==> src/rtl/pwm_pkg.sv <==
`default_nettype none
// ============================================================================
// Module      : pwm_pkg
// Description : Shared types and constants for the pwm_bank PWM generator.
// Revision    : 1.0 - initial release
// ============================================================================
package pwm_pkg;

    localparam int c_def_width      = 8;
    localparam int c_def_prescale_w = 8;
    localparam logic [c_def_width-1:0] c_default_duty = 8'h7F;

    typedef logic [c_def_width-1:0]      duty_t;
    typedef logic [c_def_prescale_w-1:0] prescale_t;

    // A single channel still needs a 1-bit select port.
    function automatic int ch_idx_w(input int num_ch);
        return (num_ch > 1) ? $clog2(num_ch) : 1;
    endfunction

endpackage
`default_nettype wire

==> src/rtl/pwm_prescaler.sv <==
`default_nettype none
// ============================================================================
// Module      : pwm_prescaler
// Description : Programmable clock-enable divider, one tick every value+1 clks.
// Revision    : 1.0 - initial release
// ============================================================================
module pwm_prescaler #(
    parameter int PRESCALE_W = 8
) (
    input  logic                  clk,
    input  logic                  reset,
    input  logic                  i_load,
    input  logic [PRESCALE_W-1:0] i_value,
    output logic                  o_tick
);

    logic [PRESCALE_W-1:0] r_prescale;
    logic [PRESCALE_W-1:0] r_pre_cnt;

    assign o_tick = (r_pre_cnt == r_prescale);

    // A reload restarts the division phase but leaves the current tick intact.
    always_ff @(posedge clk) begin
        if (reset) begin
            r_prescale <= '0;
            r_pre_cnt  <= '0;
        end else if (i_load) begin
            r_prescale <= i_value;
            r_pre_cnt  <= '0;
        end else if (o_tick) begin
            r_pre_cnt  <= '0;
        end else begin
            r_pre_cnt  <= r_pre_cnt + PRESCALE_W'(1);
        end
    end

endmodule
`default_nettype wire

==> src/rtl/pwm_bank.sv <==
`default_nettype none
// ============================================================================
// Module      : pwm_bank
// Description : NUM_CH-channel PWM with shared prescaler/period counter and
//               period-boundary double-buffered duty updates.
// Revision    : 1.0 - initial release
// ============================================================================
module pwm_bank
    import pwm_pkg::*;
#(
    parameter int               NUM_CH       = 4,
    parameter int               WIDTH        = 8,
    parameter int               PRESCALE_W   = 8,
    parameter logic [WIDTH-1:0] DEFAULT_DUTY = WIDTH'(c_default_duty)
) (
    input  logic                          clk,
    input  logic                          reset,
    input  logic                          i_duty_we,
    input  logic [ch_idx_w(NUM_CH)-1:0]   i_duty_ch,
    input  logic [WIDTH-1:0]              i_duty_value,
    input  logic                          i_prescale_we,
    input  logic [PRESCALE_W-1:0]         i_prescale_value,
    input  logic [NUM_CH-1:0]             i_ch_enable,
    input  logic [NUM_CH-1:0]             i_ch_invert,
    output logic                          o_period_start,
    output logic [NUM_CH-1:0]             o_pwm_out
);

    localparam logic [WIDTH-1:0] c_per_max = '1;

    logic             w_tick;
    logic             w_wrap;
    logic [WIDTH-1:0] r_per_cnt;
    logic [WIDTH-1:0] w_per_next;
    logic             r_period_start;

    pwm_prescaler #(
        .PRESCALE_W (PRESCALE_W)
    ) u_prescaler (
        .clk     (clk),
        .reset   (reset),
        .i_load  (i_prescale_we),
        .i_value (i_prescale_value),
        .o_tick  (w_tick)
    );

    always_comb begin
        w_per_next = w_tick ? (r_per_cnt + WIDTH'(1)) : r_per_cnt;
        w_wrap     = w_tick && (r_per_cnt == c_per_max);
    end

    always_ff @(posedge clk) begin
        if (reset) begin
            r_per_cnt      <= '0;
            r_period_start <= 1'b0;
        end else begin
            r_per_cnt      <= w_per_next;
            r_period_start <= w_wrap;
        end
    end

    assign o_period_start = r_period_start;

    generate
        for (genvar i = 0; i < NUM_CH; i++) begin : g_ch
            logic             w_sel;
            logic [WIDTH-1:0] w_shadow_next;
            logic [WIDTH-1:0] w_active_next;
            logic [WIDTH-1:0] r_shadow;
            logic [WIDTH-1:0] r_active;
            logic             r_pwm;

            // Out-of-range channel indices match no channel and are dropped.
            always_comb begin
                w_sel         = i_duty_we && (int'(i_duty_ch) == i);
                w_shadow_next = w_sel ? i_duty_value : r_shadow;
                w_active_next = w_wrap ? w_shadow_next : r_active;
            end

            // Compare against next-state values so the output lines up with per_cnt.
            always_ff @(posedge clk) begin
                if (reset) begin
                    r_shadow <= DEFAULT_DUTY;
                    r_active <= DEFAULT_DUTY;
                    r_pwm    <= 1'b0;
                end else begin
                    r_shadow <= w_shadow_next;
                    r_active <= w_active_next;
                    r_pwm    <= (i_ch_enable[i] && (w_per_next < w_active_next))
                                ^ i_ch_invert[i];
                end
            end

            assign o_pwm_out[i] = r_pwm;
        end
    endgenerate

endmodule
`default_nettype wire

==> config.mk <==
export PLATFORM = sky130hd
export DESIGN_NAME = pwm_bank
export DESIGN_NICKNAME = d
export VERILOG_FILES = /design/src/rtl/pwm_pkg.sv /design/src/rtl/pwm_prescaler.sv /design/src/rtl/pwm_bank.sv
export SDC_FILE = /design/constraint.sdc
export NUM_CORES = 1
export LEC_CHECK = 0
export ABC_CLOCK_PERIOD_IN_PS = 6850
export BUFFER_PORTS_ARGS = -buffer_cell sky130_fd_sc_hd__buf_4
export CAP_MARGIN = 5
export CORE_ASPECT_RATIO = 1.1
export CORE_UTILIZATION = 39
export CTS_CLUSTER_SIZE = 8
export DETAILED_ROUTE_END_ITERATION = 8
export HOLD_SLACK_MARGIN = 0.15
export SYNTH_ARGS = -nofsm -noshare
export SYNTH_HDL_FRONTEND = slang
export SYNTH_SLANG_ARGS = --single-unit
==> constraint.sdc <==
create_clock -name clk -period 6.85 [get_ports clk]
set_input_delay 1.37 -clock clk [delete_from_list [all_inputs] [get_ports clk]]
set_output_delay 1.37 -clock clk [all_outputs]
set_load 0.02 [all_outputs]
# Yosys cells after proc, flatten, opt, wreduce, memory -nomap -nowiden
# Index checks and enable logic that the tools add are counted.
word_totals:
  in_bits: 30
  output_inout_bits: 5
  word_cells: 51
  reg_bits: 93
op_classes:
  n_bitwise: 4
  eq_ne: 5
  n_lt_le_gt_ge: 4
  n_addsub: 2
  muxes: 9
  reduce_logical: 11
ops:
  columns: ["cell", "count"]
  rows:
  - ["$mux 8", 9]
  - ["$lt 8x8->1", 4]
  - ["$add 8x1->8 const B", 2]
  - ["$logic_and 1x1->1", 9]
  - ["$eq 8x8->1", 1]
  - ["$eq 8x8->1 const B", 1]
  - ["$eq 2x2->1 const B", 2]
  - ["$xor 1x1->1", 4]
  - ["$reduce_or 3->1", 1]
  - ["$eq 2x1->1 const B", 1]
  - ["$logic_not 2->1", 1]

# Logic depth before layout (Yosys ltp)
# Gate-level depths: netlist of the first run.
logic_depth:
  depth_word: 7
  mapped_depth: 13
  ltp_nobuf: 10

# Hierarchy
# A second synthesis of the first run with hierarchy kept.
unflattened:
  cells_unflattened: 471
  hier_area_um2: 4513.1
modules_own_cells:
  columns: ["mod", "area_per_inst_um2", "cells_each", "seq_area_each_um2", "n_inst"]
  rows:
  - ["pwm_bank", 3766.1, 398, 1541.5, 1]
  - ["pwm_prescaler", 747.0, 73, 320.3, 1]

# Worst setup path before layout of the first run
# No wires, ideal clock.
synth_timing:
  path_kind: "input to register"
  from: "input port i_duty_ch[1]"
  to: "register g_ch[0].r_pwm"
  n_path_buf: 0
  cell_stages: 9
  t_arrival_ns: 3.498
  required_ns: 6.726
  setup_ns: 0.124
  path_slack_ns: 3.227
  cell_sequence: "nor3b_4 > mux2_2 > mux2i_1 > ha_1 > a21o_1 > a221o_1 > nor2_1 > mux2i_1 > a2111o_1"
synth_between:
  elab_chain_len: 7
synth_lines:
  columns: ["item", "line_no", "rtl"]
  rows:
  - ["start, declared", "pwm_bank.sv:19", "input logic [ch_idx_w(NUM_CH)-1:0] i_duty_ch,"]
  - ["$logic_not 2->1", "pwm_bank.sv:75", "w_sel = i_duty_we && (int'(i_duty_ch) == i);"]
  - ["$logic_and 1x1->1", "pwm_bank.sv:75", null]
  - ["$mux 8", "pwm_bank.sv:76", "w_shadow_next = w_sel ? i_duty_value : r_shadow;"]
  - ["$mux 8", "pwm_bank.sv:77", "w_active_next = w_wrap ? w_shadow_next : r_active;"]
  - ["$lt 8x8->1", "pwm_bank.sv:89", "r_pwm <= (i_ch_enable[i] && (w_per_next < w_active_next))"]
  - ["$logic_and 1x1->1", "pwm_bank.sv:89", null]
  - ["$xor 1x1->1", "pwm_bank.sv:90", "^ i_ch_invert[i];"]
  - ["end signal, assigned", "pwm_bank.sv:89", null]
  - ["end, declared", "pwm_bank.sv:71", "logic r_pwm;"]
# No other way between the ends.
# A chain may end at the register's enable or synchronous reset.

# Worst setup path in the final report of the first run
# Same ends and word-level chain as after synthesis.

==> results.txt, run 1 <==
* Initial Utilization: 40.3%
* Synthesis-to-layout area growth: 12.8%
- The synthesized design spends more area on one cell type than any other, namely sky130_fd_sc_hd__dfxtp_1.
- Syn. warnings: 0
- EDFF count, synth: 0
* # diodes: 0
- Fin Hold WS: 0.462 ns
- The number of max-slew violations in the final report was 0.
* Min Tclk post-route: 3.66 ns
- After the first detailed-routing iteration, the DRC count stood at 207.
* Buffers and inverters on the worst path: 1
- Counting flops with an async set or reset pin after synthesis yields a share of 0%.
- In this run the tool buffered the top-level ports with 34 buffer cells.
- Critical-path top delay cell: sky130_fd_sc_hd__nor3b_4
- After layout, the worst setup slack is 3.19 ns.
- The first global-routing pass estimated 16500 um of wire.
- Global routing consumed, over all layers together, 17.5% of the routing resources.
- Wires add up to 9980 um.
* Share of the synthesized area in the top cell type: 40.0%
- The H-tree was split into 3 levels.
* Setup repair after global routing missed its margin: no
- Flip-flop and latch count after synthesis: 93
- In this run the power density over the cells is 224 nW/um^2.
- Number of global-route vias before repair: 3115
- For this run, the top clock speed supported by timing is 273 MHz.
- Final ANT Viol Nets: 0
* Path category of the worst min-delay check: flop to flop
* Final critical-path share of the clock period: 53.5%
- Share of post-route cells with drive strength above 1: 22.9%
- The critical path is of the input pin to flop type.
* Number of antenna violations at the first check in global routing: 0
* Total number of placement rows: 41
- Most instantiated library cell after synthesis: sky130_fd_sc_hd__dfxtp_1
- Cell-by-cell trace of the critical path: buf_4 > nor3b_4 > mux2_2 > mux2i_1 > ha_1 > and3_1 > a221o_1 > nor2_1 > mux2i_1 > a2111o_1
- Clock tree sinks: 93
- For hold timing, the worst endpoint is g_ch[2].r_active[0].
* Final total negative setup slack: 0 ns
* Weighted congestion reported at the end of routability-driven placement: 0.817
* Kind of end point of the critical path: flop
* Die boundary height: 117 um
- Counting every net in the synthesized netlist gives 515.
* Number of buffers inserted by post-CTS setup repair: 0
- Register-to-register setup slack: 3.22 ns
- CTS buffer count: 9
- Max FO, Critical Path: 8
- Congestion Overflow GR: 0
- Final hold violation count: 0
- In this run the cell area measured after placement is 4940 um^2.
* Number of cells on the worst reg-to-reg path: 11
- The run finished with clean final reports.
- TritonCTS built the clock tree.
* Worst r2r src: r_per_cnt[0]
* Distinct cells, synth: 38
- Summing the sequential cell areas from Yosys gives 40.0% of the chip area.
- Die X-Extent: 106 um
* CP Data Arrival Time: 3.89 ns
* Detailed Routing Iterations Pass 1: 6
- Synth top area cells: sky130_fd_sc_hd__dfxtp_1 40%, sky130_fd_sc_hd__mux2i_1 10%, sky130_fd_sc_hd__ha_1 8.1%
- Setup violations remaining at the end of the flow were counted as 0.
* # resized after CTS: 0
* Fill cell count: 1116
- In this run the critical register-to-register path is captured at g_ch[3].r_pwm.
- For this run, design rule violations remaining after detail routing come to 0.
* Leakage power: 2.36 nW
- Element type at the critical path start: input pin
- For this run, the post-layout net count is 536.
- Number of cells on the worst hold path: 1
- Averaged over all synthesized cells, the footprint is 10.2 um^2.
* Hold Buf Count CTS: 0
* Headroom to the max-slew limit: 44.7%
* Required time at the endpoint of the critical path: 7.08 ns
- Maximum VDD drop: 0.0928 mV
- Multi-input gate area in the final layout: 2600 um^2
- Entering global routing, the biggest net connects 94 pins.
- Final HPWL DP: 7210 um
* Clock insertion delay at the later pin of the skew report: 0.35 ns
* Footprint of the flip-flops and latches: 1860 um^2
- Crit path largest cell delay: 0.46 ns
- Post-layout instance area: 5250 um^2
* Buffer type at the clock tree root: sky130_fd_sc_hd__clkbuf_16
- On the critical path the largest part of the delay comes from simple AND/OR/NAND/NOR gates.
- Tracing the worst setup path back leads to its startpoint at i_duty_ch[1].
- Per-cell via count in the routed design: 5.11
- Among the stages of the critical path, the cell type that occurs most often is sky130_fd_sc_hd__mux2i_1.
- Top cell types by occurrence after synthesis: 93 x sky130_fd_sc_hd__dfxtp_1, 47 x sky130_fd_sc_hd__mux2i_1, 34 x sky130_fd_sc_hd__nand2b_1
- After detailed routing, the average wire length per cell comes to 15.8 um.
- Worst-case setup slack after placement: 2.80 ns
- After clock tree synthesis, the clock-pin slew on the worst setup and hold paths is 0.06 ns.
* Number of I/O pins: 35
- Max-cap violations in this run came to 0.
- Max Root-Sink Buffers: 2
- Via total after detailed routing: 3227
* Worst Clk Skew: 0.00931 ns
* Hold Path Origin: g_ch[2].r_active[0]
- Core area: 11500 um^2
* Cell Area, Synth: 4650 um^2
* Cell count after synthesis: 455
- The die covers 12400 um^2.
- At the pin with the least slew margin, the transition time is 0.830 ns.
- Most used DFF post-synth: sky130_fd_sc_hd__dfxtp_1
sequential cells by signal (all words and copies together) (netlist names):
signal and count:
u_prescaler.r_pre_cnt 8, u_prescaler.r_prescale 8, r_per_cnt 8, g_ch.r_pwm 4, g_ch.r_active 32, o_period_start 1, g_ch.r_shadow 32
per-stage QoR:
step | total power (W) | util, % | std cells
after floorplan | 0.000652 | - | 455
after global placement | 0.000682 | 42.8 | 615
after detailed placement | 0.000684 | 42.8 | 615
after CTS | 0.00119 | 45.4 | 631
after global routing | 0.00122 | 45.4 | 631
final | 0.00118 | 45.4 | 631
where the power goes:
part / switching (W) / internal (W)
clock network: 0.000211 / 0.000294
registers: 0.00000922 / 0.000555
logic: 0.0000558 / 0.0000509
total: 0.000276 / 0.000899
worst max-delay path by stage:
stage / to / slack [ns] / depth (start not counted)
floorplan: g_ch[0].r_pwm / 3.23 / 9
global placement: g_ch[0].r_pwm / 2.87 / 10
detailed placement: g_ch[0].r_pwm / 2.80 / 10
CTS: g_ch[0].r_pwm / 3.15 / 10
global route: g_ch[3].r_pwm / 2.90 / 11
finish: g_ch[0].r_pwm / 3.19 / 10
cell families after synthesis:
family / share of synthesized area (%)
simple gates: 19.9
flops: 40.0
fa+ha+maj: 8.07
compound gates: 6.75
buf+inv: 4.12
xor+xnor: 3.96
mux: 17.1
metal layers:
layer,GRT usage (%),share of wire (%),wire length [um],vias to the layer above
li1,-,-,-,1648
met1,22.5,49,4880,1516
met2,28.9,46,4590,48
met3,3.79,3.2,318,15
met4,6.76,1.9,193,0
met5,0,0,0,-
layout make-up:
| class | count | area share [%] |
|---|---|---|
| Clock buffer | 11 | 4.63 |
| Sequential cell | 93 | 35.5 |
| Timing Repair Buffer | 35 | 5.01 |
| Inverter | 8 | 0.573 |
| Multi-Input combinational cell | 329 | 49.6 |
| Tap cell | 150 | 3.58 |
| Clock inverter | 5 | 1.12 |
placed cells by master, fill, tap and decap left out, types with 2 or more instances in the layout:
cell type,netlist,layout
sky130_fd_sc_hd__a2111oi_0,3,3
sky130_fd_sc_hd__nor2b_1,13,13
sky130_fd_sc_hd__or2_2,26,26
sky130_fd_sc_hd__mux2i_1,47,47
sky130_fd_sc_hd__a211oi_1,6,6
sky130_fd_sc_hd__a211o_1,5,5
sky130_fd_sc_hd__a21oi_1,8,8
sky130_fd_sc_hd__ha_1,30,30
sky130_fd_sc_hd__inv_1,8,8
sky130_fd_sc_hd__mux2_2,29,29
sky130_fd_sc_hd__nand3_1,14,13
sky130_fd_sc_hd__clkinvlp_4,0,2
sky130_fd_sc_hd__o21a_1,3,3
sky130_fd_sc_hd__xnor2_1,14,14
sky130_fd_sc_hd__buf_4,6,35
sky130_fd_sc_hd__and3_1,8,8
sky130_fd_sc_hd__clkbuf_16,0,9
sky130_fd_sc_hd__o2111ai_1,3,3
sky130_fd_sc_hd__nand2_1,7,7
sky130_fd_sc_hd__o21ai_0,3,3
sky130_fd_sc_hd__nand3b_2,2,2
sky130_fd_sc_hd__and4_1,4,4
sky130_fd_sc_hd__xor2_1,7,7
sky130_fd_sc_hd__nor2_1,33,33
sky130_fd_sc_hd__nor4_1,6,6
sky130_fd_sc_hd__nand4_1,9,9
sky130_fd_sc_hd__a221o_1,3,3
sky130_fd_sc_hd__a21o_1,3,3
sky130_fd_sc_hd__nand2b_1,34,34
sky130_fd_sc_hd__dfxtp_1,93,93
sky130_fd_sc_hd__a2111o_1,3,3
No activity file was read; power rests on OpenSTA's default activity.
==> run 2, diff against run 1 <==
- ABC_CLOCK_PERIOD_IN_PS: 6850 -> 3830
- clock period: 6.85 -> 3.83 ns (I/O delays scaled with it)
==> results.txt, run 2 (same netlist as run 1, synthesis figures left out) <==
- Number of cells on the worst reg-to-reg path: 11 (unchanged)
* Status: finished clean
* Final layout net count: 542 (+1.1%)
* Routed wire length per instance: 15.8 um (+0.24%)
* Headroom to the max-slew limit: 51.5% (+6.8 points)
- The via density per instance came to 5.21 (+1.9%).
- The tightest min-delay check is of the flop to flop type.
- The first-pass GRT wire length is 16500 um (unchanged).
- Final total negative setup slack: 0 ns (unchanged)
- The required time at the worst-slack endpoint came to 4.04 ns (-3.04 ns).
- Kind of critical path: flop to flop
- P_int: 0.00167 W (+86%)
- After layout, the worst path uses 89.6% of the clock period.
- Core area: 11500 um^2 (unchanged)
- Power share of the clock group: 44.1% (+1.2 points)
- Final ANT Viol Nets: 0 (unchanged)
- Synthesis-to-layout area growth: 14.3%
- The first-pass detailed-route iteration total is 4 (-2).
- The power density relative to cell area was 405 nW/um^2 (+81%).
* Final HPWL DP: 7350 um (+2.0%)
- Net Sw Frac: 22.4% (-1.1 points)
* Worst-case setup slack after placement: 0.406 ns (-2.39 ns)
- TritonCTS clock tree: yes
- Number of cells on the worst hold path: 1 (unchanged)
* Total number of placement rows: 41 (unchanged)
- Die boundary height: 117 um (unchanged)
* Hold Path Origin: g_ch[0].r_active[0]
* Transition at the pin with the smallest max-transition slack: 0.723 ns (-0.107 ns)
- The DRC violations left is 0 (unchanged).
* Final Slew Violations: 0 (unchanged)
* Fill cell count: 1111 (-0.45%)
- The share of final-layout standard cells stronger than drive strength 1 was 23.7% (+0.79 points).
- The starting utilization of the core area was 40.3% (unchanged).
* Register-to-register setup slack: 0.40 ns (-2.82 ns)
- The buffer levels on the longest clock path was 2 (unchanged).
- The worst ir drop on vdd was 0.337 mV (+260%).
* Worst Clk Skew: 0.00610 ns (-0.00321 ns)
- Final hold violation count: 0 (unchanged)
- The detailed-route wire length was 10100 um (+1.0%).
- The number of antenna violations at the first check in global routing came to 0 (unchanged).
- The die area came to 12400 um^2 (unchanged).
* Deepest level of the CTS H-tree: 3 (unchanged)
- The worst setup path is captured at a flop.
* Leakage power: 2.40 nW (+2.0%)
- The endpoint identified for the worst register-to-register timing path is g_ch[3].r_pwm.
- The net switching power of the design is 0.000482 W (+74%).
- The tree is rooted in a sky130_fd_sc_hd__clkbuf_16.
* CTS buffer count: 9 (unchanged)
- The total inserted antenna cells is 0 (unchanged).
* Die X-Extent: 106 um (unchanged)
- Max FO, Critical Path: 25 (+17)
* Setup repair after global routing missed its margin: no
- Element type at the critical path start: flop
* Min Tclk post-route: 3.43 ns
* Number of global-route vias before repair: 3251 (+4.4%)
- The total number of vias came to 3314 (+2.7%).
- The arrival time at the worst endpoint was 3.64 ns (-0.25 ns).
- The count of endpoints failing setup in the final report is 0 (unchanged).
- Count of buffers from port buffering: 34 (unchanged)
- Registers with the most flip-flops: g_ch.r_active x32, g_ch.r_shadow x32
- # resized after CTS: 0 (unchanged)
- The total cell area at the placement stage is 5000 um^2 (+1.2%).
- Clock transition at the registers of the reported paths: 0.06 ns (about the same)
* Max-cap check violation count: 0 (unchanged)
- Number of buffers inserted by post-CTS setup repair: 0 (unchanged)
* Worst r2r src: u_prescaler.r_pre_cnt[0]
- The portion of total power attributed to sequential cells was 46.8% (-1.2 points).
* Number of I/O pins: 35 (unchanged)
- The final cell area excluding filler cells came to 5320 um^2 (+1.4%).
- The routability congestion estimate was 0.800 (-2.0%).
- The pin count of the biggest net entering global routing is 58 (-38%).
* Total Routing Usage GR: 17.6% (+0.11 points)
* Combinational cell fraction of total power: 9.1% (about the same)
- Leaving out fill and tap cells, the most frequent cells in the layout are 93 x sky130_fd_sc_hd__dfxtp_1, 47 x sky130_fd_sc_hd__mux2i_1, 40 x sky130_fd_sc_hd__buf_4, 34 x sky130_fd_sc_hd__nand2b_1, 33 x sky130_fd_sc_hd__nor2_1.
- The total global routing overflow is 0 (unchanged).
* Highest Clock Rate: 292 MHz
- Worst path setup slack after routing: 0.400 ns (-2.78 ns)
- The number of DRC markers after the initial detailed-route iteration is 134 (-35%).
* Clock tree sinks: 93 (unchanged)
- Clock insertion delay at the later pin of the skew report: 0.35 ns (about the same)
* Endpoint of the worst hold path: g_ch[0].r_active[0]
- The share of the core filled with cells was 46.1% (+0.62 points).
* Hold Buf Count CTS: 0 (unchanged)
* Most common cell after layout, fill and taps aside: sky130_fd_sc_hd__dfxtp_1
[run 2: how the worst max path moves through the flow]
stage / endpoint / slack, ns / startpoint
after global placement: g_ch[3].r_pwm / 0.45 / u_prescaler.r_pre_cnt[0]
final: g_ch[3].r_pwm / 0.40 / u_prescaler.r_pre_cnt[0]
after CTS: g_ch[3].r_pwm / 0.42 / u_prescaler.r_pre_cnt[0]
after detailed placement: g_ch[0].r_pwm / 0.41 / i_duty_ch[1]
after global routing: g_ch[3].r_pwm / 0.17 / u_prescaler.r_pre_cnt[0]
after floorplan: g_ch[0].r_pwm / 0.81 / i_duty_ch[1]
[run 2: power by group through the flow]
stage,Clock (W),Combinational (W),Sequential [W]
3_3_place_gp,0,0.000195,0.00103
6_report,0.000949,0.000195,0.00101
5_1_grt,0.00101,0.000216,0.00101
3_5_place_dp,0,0.000197,0.00103
2_1_floorplan,0,0.000144,0.00102
4_1_cts,0.000969,0.000198,0.00101
[run 2: cell type report]
type                            count  area, um^2  area share (%)
Tap cell                          150         188            3.53
Timing Repair Buffer               41         320            6.02
Inverter                            8        30.0           0.565
Multi-Input combinational cell    329        2600            48.9
Clock inverter                      4        72.6            1.37
Clock buffer                       11         243            4.57
Sequential cell                    93        1860            35.0
[run 2: metrics by stage]
| stage | instances | power, W | hold WS [ns] |
|---|---|---|---|
| after CTS | 636 | 0.00218 | 0.464 |
| final | 636 | 0.00215 | 0.468 |
| after global placement | 621 | 0.00123 | 0.443 |
| after floorplan | 455 | 0.00117 | 0.435 |
| after global routing | 636 | 0.00224 | 0.491 |
| after detailed placement | 621 | 0.00123 | 0.449 |
[run 2: metal layers]
| layer | wire (um) | global-route usage [%] | vias to the layer above |
|---|---|---|---|
| li1 | - | - | 1660 |
| met1 | 4820 | 22.4 | 1580 |
| met2 | 4720 | 29.1 | 56 |
| met3 | 327 | 3.35 | 18 |
| met4 | 206 | 8.24 | 0 |
| met5 | 0 | 0 | - |
[run 2: worst max-delay path, stage by stage (launching register included)]
cell	delay (ns)
sky130_fd_sc_hd__dfxtp_1	0.43
sky130_fd_sc_hd__xnor2_1	0.16
sky130_fd_sc_hd__and4_1	0.47
sky130_fd_sc_hd__nand3_2	0.33
sky130_fd_sc_hd__buf_12	0.29
sky130_fd_sc_hd__mux2i_1	0.25
sky130_fd_sc_hd__ha_1	0.29
sky130_fd_sc_hd__a211oi_1	0.19
sky130_fd_sc_hd__o21ai_0	0.18
sky130_fd_sc_hd__or2_2	0.31
sky130_fd_sc_hd__a221oi_1	0.25
sky130_fd_sc_hd__nand3_1	0.13
==> run 3, diff against run 2 <==
- RECOVER_POWER: not set -> 50
==> results.txt, run 3 (same netlist as run 1, synthesis figures left out) <==
- Congestion Overflow GR: 0 (unchanged)
- Final critical-path share of the clock period: 90.1% (+0.56 points)
* Leakage power: 2.38 nW (-0.97%)
- # resized after CTS: 0 (unchanged)
- Final total negative setup slack: 0 ns (unchanged)
* Max Root-Sink Buffers: 2 (unchanged)
* Setup repair after global routing missed its margin: no
- The routed wire length per instance is 15.9 um (+0.17%).
- Final layout net count: 542 (unchanged)
- Area enclosed by the die boundary: 12400 um^2 (unchanged)
- Maximum VDD drop: 0.337 mV (about the same)
- The max capacitance violation total is 1 (+1).
- Deepest level of the CTS H-tree: 3 (unchanged)
- Per-cell via count in the routed design: 5.21 (about the same)
- Weighted congestion reported at the end of routability-driven placement: 0.800 (unchanged)
- The HPWL after detailed placement is 7350 um (unchanged).
- The final clock skew was 0.00614 ns (+0.0000399 ns).
- First-pass GRT wire length: 16500 um (unchanged)
- The share of final-layout standard cells stronger than drive strength 1 is 22.4% (-1.2 points).
* Drc violations: 0 (unchanged)
- The root buffer cell chosen for the clock tree is sky130_fd_sc_hd__clkbuf_16.
* Die boundary height: 117 um (unchanged)
* Required time at the endpoint of the critical path: 4.06 ns (+0.02 ns)
- Most common cell after layout, fill and taps aside: sky130_fd_sc_hd__dfxtp_1
- Number of antenna violations at the first check in global routing: 0 (unchanged)
- The worst setup path is launched from a flop.
* Clock insertion delay at the later pin of the skew report: 0.35 ns (about the same)
- End of the worst register-to-register path: g_ch[0].r_pwm
* Highest Clock Rate: 290 MHz (-0.62%)
* Clock tree sinks: 93 (unchanged)
- The arrival time at the worst endpoint is 3.68 ns (+0.04 ns).
* # diodes: 0 (unchanged)
* Hold Buf Count CTS: 0 (unchanged)
* Transition at the pin with the smallest max-transition slack: 2.47 ns (+1.74 ns)
- Synthesis-to-layout area growth: 13.9%
- Endpoint of the worst hold path: g_ch[2].r_active[0]
- The flow ran to the end, but the final reports show violations.
- The final reports fail on max-capacitance violations, max-slew violations.
* Critical Path Source: u_prescaler.r_pre_cnt[0]
- Worst path setup slack after routing: 0.379 ns (-0.0214 ns)
- Initial Utilization: 40.3% (unchanged)
- The number of DRC markers after the initial detailed-route iteration is 137 (+2.2%).
- The portion of total power attributed to sequential cells is 46.9% (about the same).
- Fill cell count: 1112 (+0.090%)
- TritonCTS clock tree: yes
* Number of global-route vias before repair: 3251 (unchanged)
* Total number of placement rows: 41 (unchanged)
* Multi-input gate area in the final layout: 2600 um^2 (unchanged)
* Count of buffers from port buffering: 34 (unchanged)
- Final ANT Viol Nets: 0 (unchanged)
* Largest net degree at the start of global routing: 58 (unchanged)
- In the layout the commonest cells are 93 x sky130_fd_sc_hd__dfxtp_1, 47 x sky130_fd_sc_hd__mux2i_1, 34 x sky130_fd_sc_hd__nand2b_1, 34 x sky130_fd_sc_hd__buf_4, 33 x sky130_fd_sc_hd__nor2_1.
* Registers with the most flip-flops: g_ch.r_active x32, g_ch.r_shadow x32
* Psw: 0.000481 W (about the same)
* Worst r2r src: u_prescaler.r_pre_cnt[0]
- The worst-case setup slack after placement is 0.406 ns (unchanged).
* Combinational cell fraction of total power: 8.9% (-0.2 points)
* Final Slew Violations: 58 (+58)
* Min Tclk post-route: 3.45 ns (+0.0214 ns)
- Path category of the worst min-delay check: flop to flop
- Total power density per cell area: 406 nW/um^2 (+0.23%)
- The switching fraction of total power came to 22.4% (+0.024 points).
- The clock transition at the registers of the reported paths was 0.06 ns (about the same).
- The clock share of power is 44.2% (about the same).
- The placeable core area came to 11500 um^2 (unchanged).
* Final hold violation count: 0 (unchanged)
* Number of I/O pins: 35 (unchanged)
* CTS buffer count: 9 (unchanged)
* Die X-Extent: 106 um (unchanged)
- Kind of critical path: flop to flop
- Register-to-register setup slack: 0.38 ns (-0.02 ns)
- The count of endpoints failing setup in the final report was 0 (unchanged).
* Detailed Routing Iterations Pass 1: 4 (unchanged)
- In this run the most critical hold path is launched from g_ch[2].r_active[0].
- The worst hold slack was 0.474 ns (+0.00656 ns).
* Max FO, Critical Path: 25 (unchanged)
- Via total after detailed routing: 3313 (-0.030%)
- P_int: 0.00167 W (-0.22%)
- Wire length after detailed routing: 10100 um (+0.17%)
- Number of cells on the worst hold path: 1 (unchanged)
* Number of buffers inserted by post-CTS setup repair: 0 (unchanged)
- The worst setup path is captured at a flop.
- The relative slew slack came to -64.5% (-120 points).
- Number of cells on the worst reg-to-reg path: 11 (unchanged)
* Total Routing Usage GR: 17.6% (unchanged)
* Footprint of the flip-flops and latches: 1860 um^2 (unchanged)
-- run 3: worst max-delay path by stage --
stage | slack (ns) | cells past startpoint | end
CTS | 0.42 | 11 | g_ch[3].r_pwm
finish | 0.38 | 11 | g_ch[0].r_pwm
detailed placement | 0.41 | 10 | g_ch[0].r_pwm
floorplan | 0.81 | 9 | g_ch[0].r_pwm
global placement | 0.45 | 11 | g_ch[3].r_pwm
global route | 0.17 | 11 | g_ch[3].r_pwm
-- run 3: stage by stage --
step | instance area (um^2) | utilization [%] | power [W] | cells
after floorplan | 4650 | - | 0.00117 | 455
after global placement | 5000 | 43.3 | 0.00123 | 621
after detailed placement | 5000 | 43.3 | 0.00123 | 621
after CTS | 5320 | 46.1 | 0.00218 | 636
after global routing | 5290 | 45.9 | 0.00223 | 636
final | 5290 | 45.9 | 0.00215 | 636
-- run 3: final cells by class --
cell class / instances / share of cell area (%)
clock buffers: 11 / 4.59
clock inverters: 4 / 1.37
inverters: 8 / 0.567
multi-input cells: 329 / 49.1
flip-flops and latches: 93 / 35.2
well taps: 150 / 3.55
repair buffers: 41 / 5.63
-- run 3: critical path: stages, from the launching register on --
cell	delay, ns
sky130_fd_sc_hd__dfxtp_1	0.43
sky130_fd_sc_hd__xnor2_1	0.17
sky130_fd_sc_hd__and4_1	0.47
sky130_fd_sc_hd__nand3_2	0.33
sky130_fd_sc_hd__buf_12	0.29
sky130_fd_sc_hd__mux2i_1	0.19
sky130_fd_sc_hd__ha_1	0.33
sky130_fd_sc_hd__and3_1	0.17
sky130_fd_sc_hd__a221o_1	0.17
sky130_fd_sc_hd__nor4_1	0.06
sky130_fd_sc_hd__and3_1	0.31
sky130_fd_sc_hd__a2111o_1	0.38
-- run 3: layer usage --
metal	up-vias	share of wire, %	track usage (%)
li1	1661	-	-
met1	1580	48	22.4
met2	54	46	29.1
met3	18	2.9	3.35
met4	0	2.3	8.24
met5	-	0	0
-- run 3: power by group through the flow --
stage | Sequential (W) | Combinational, W | Clock, W
after floorplan | 0.00102 | 0.000144 | 0
after global placement | 0.00103 | 0.000195 | 0
after detailed placement | 0.00103 | 0.000197 | 0
after CTS | 0.00101 | 0.000198 | 0.000969
after global routing | 0.00101 | 0.000212 | 0.00101
final | 0.00101 | 0.000191 | 0.000949
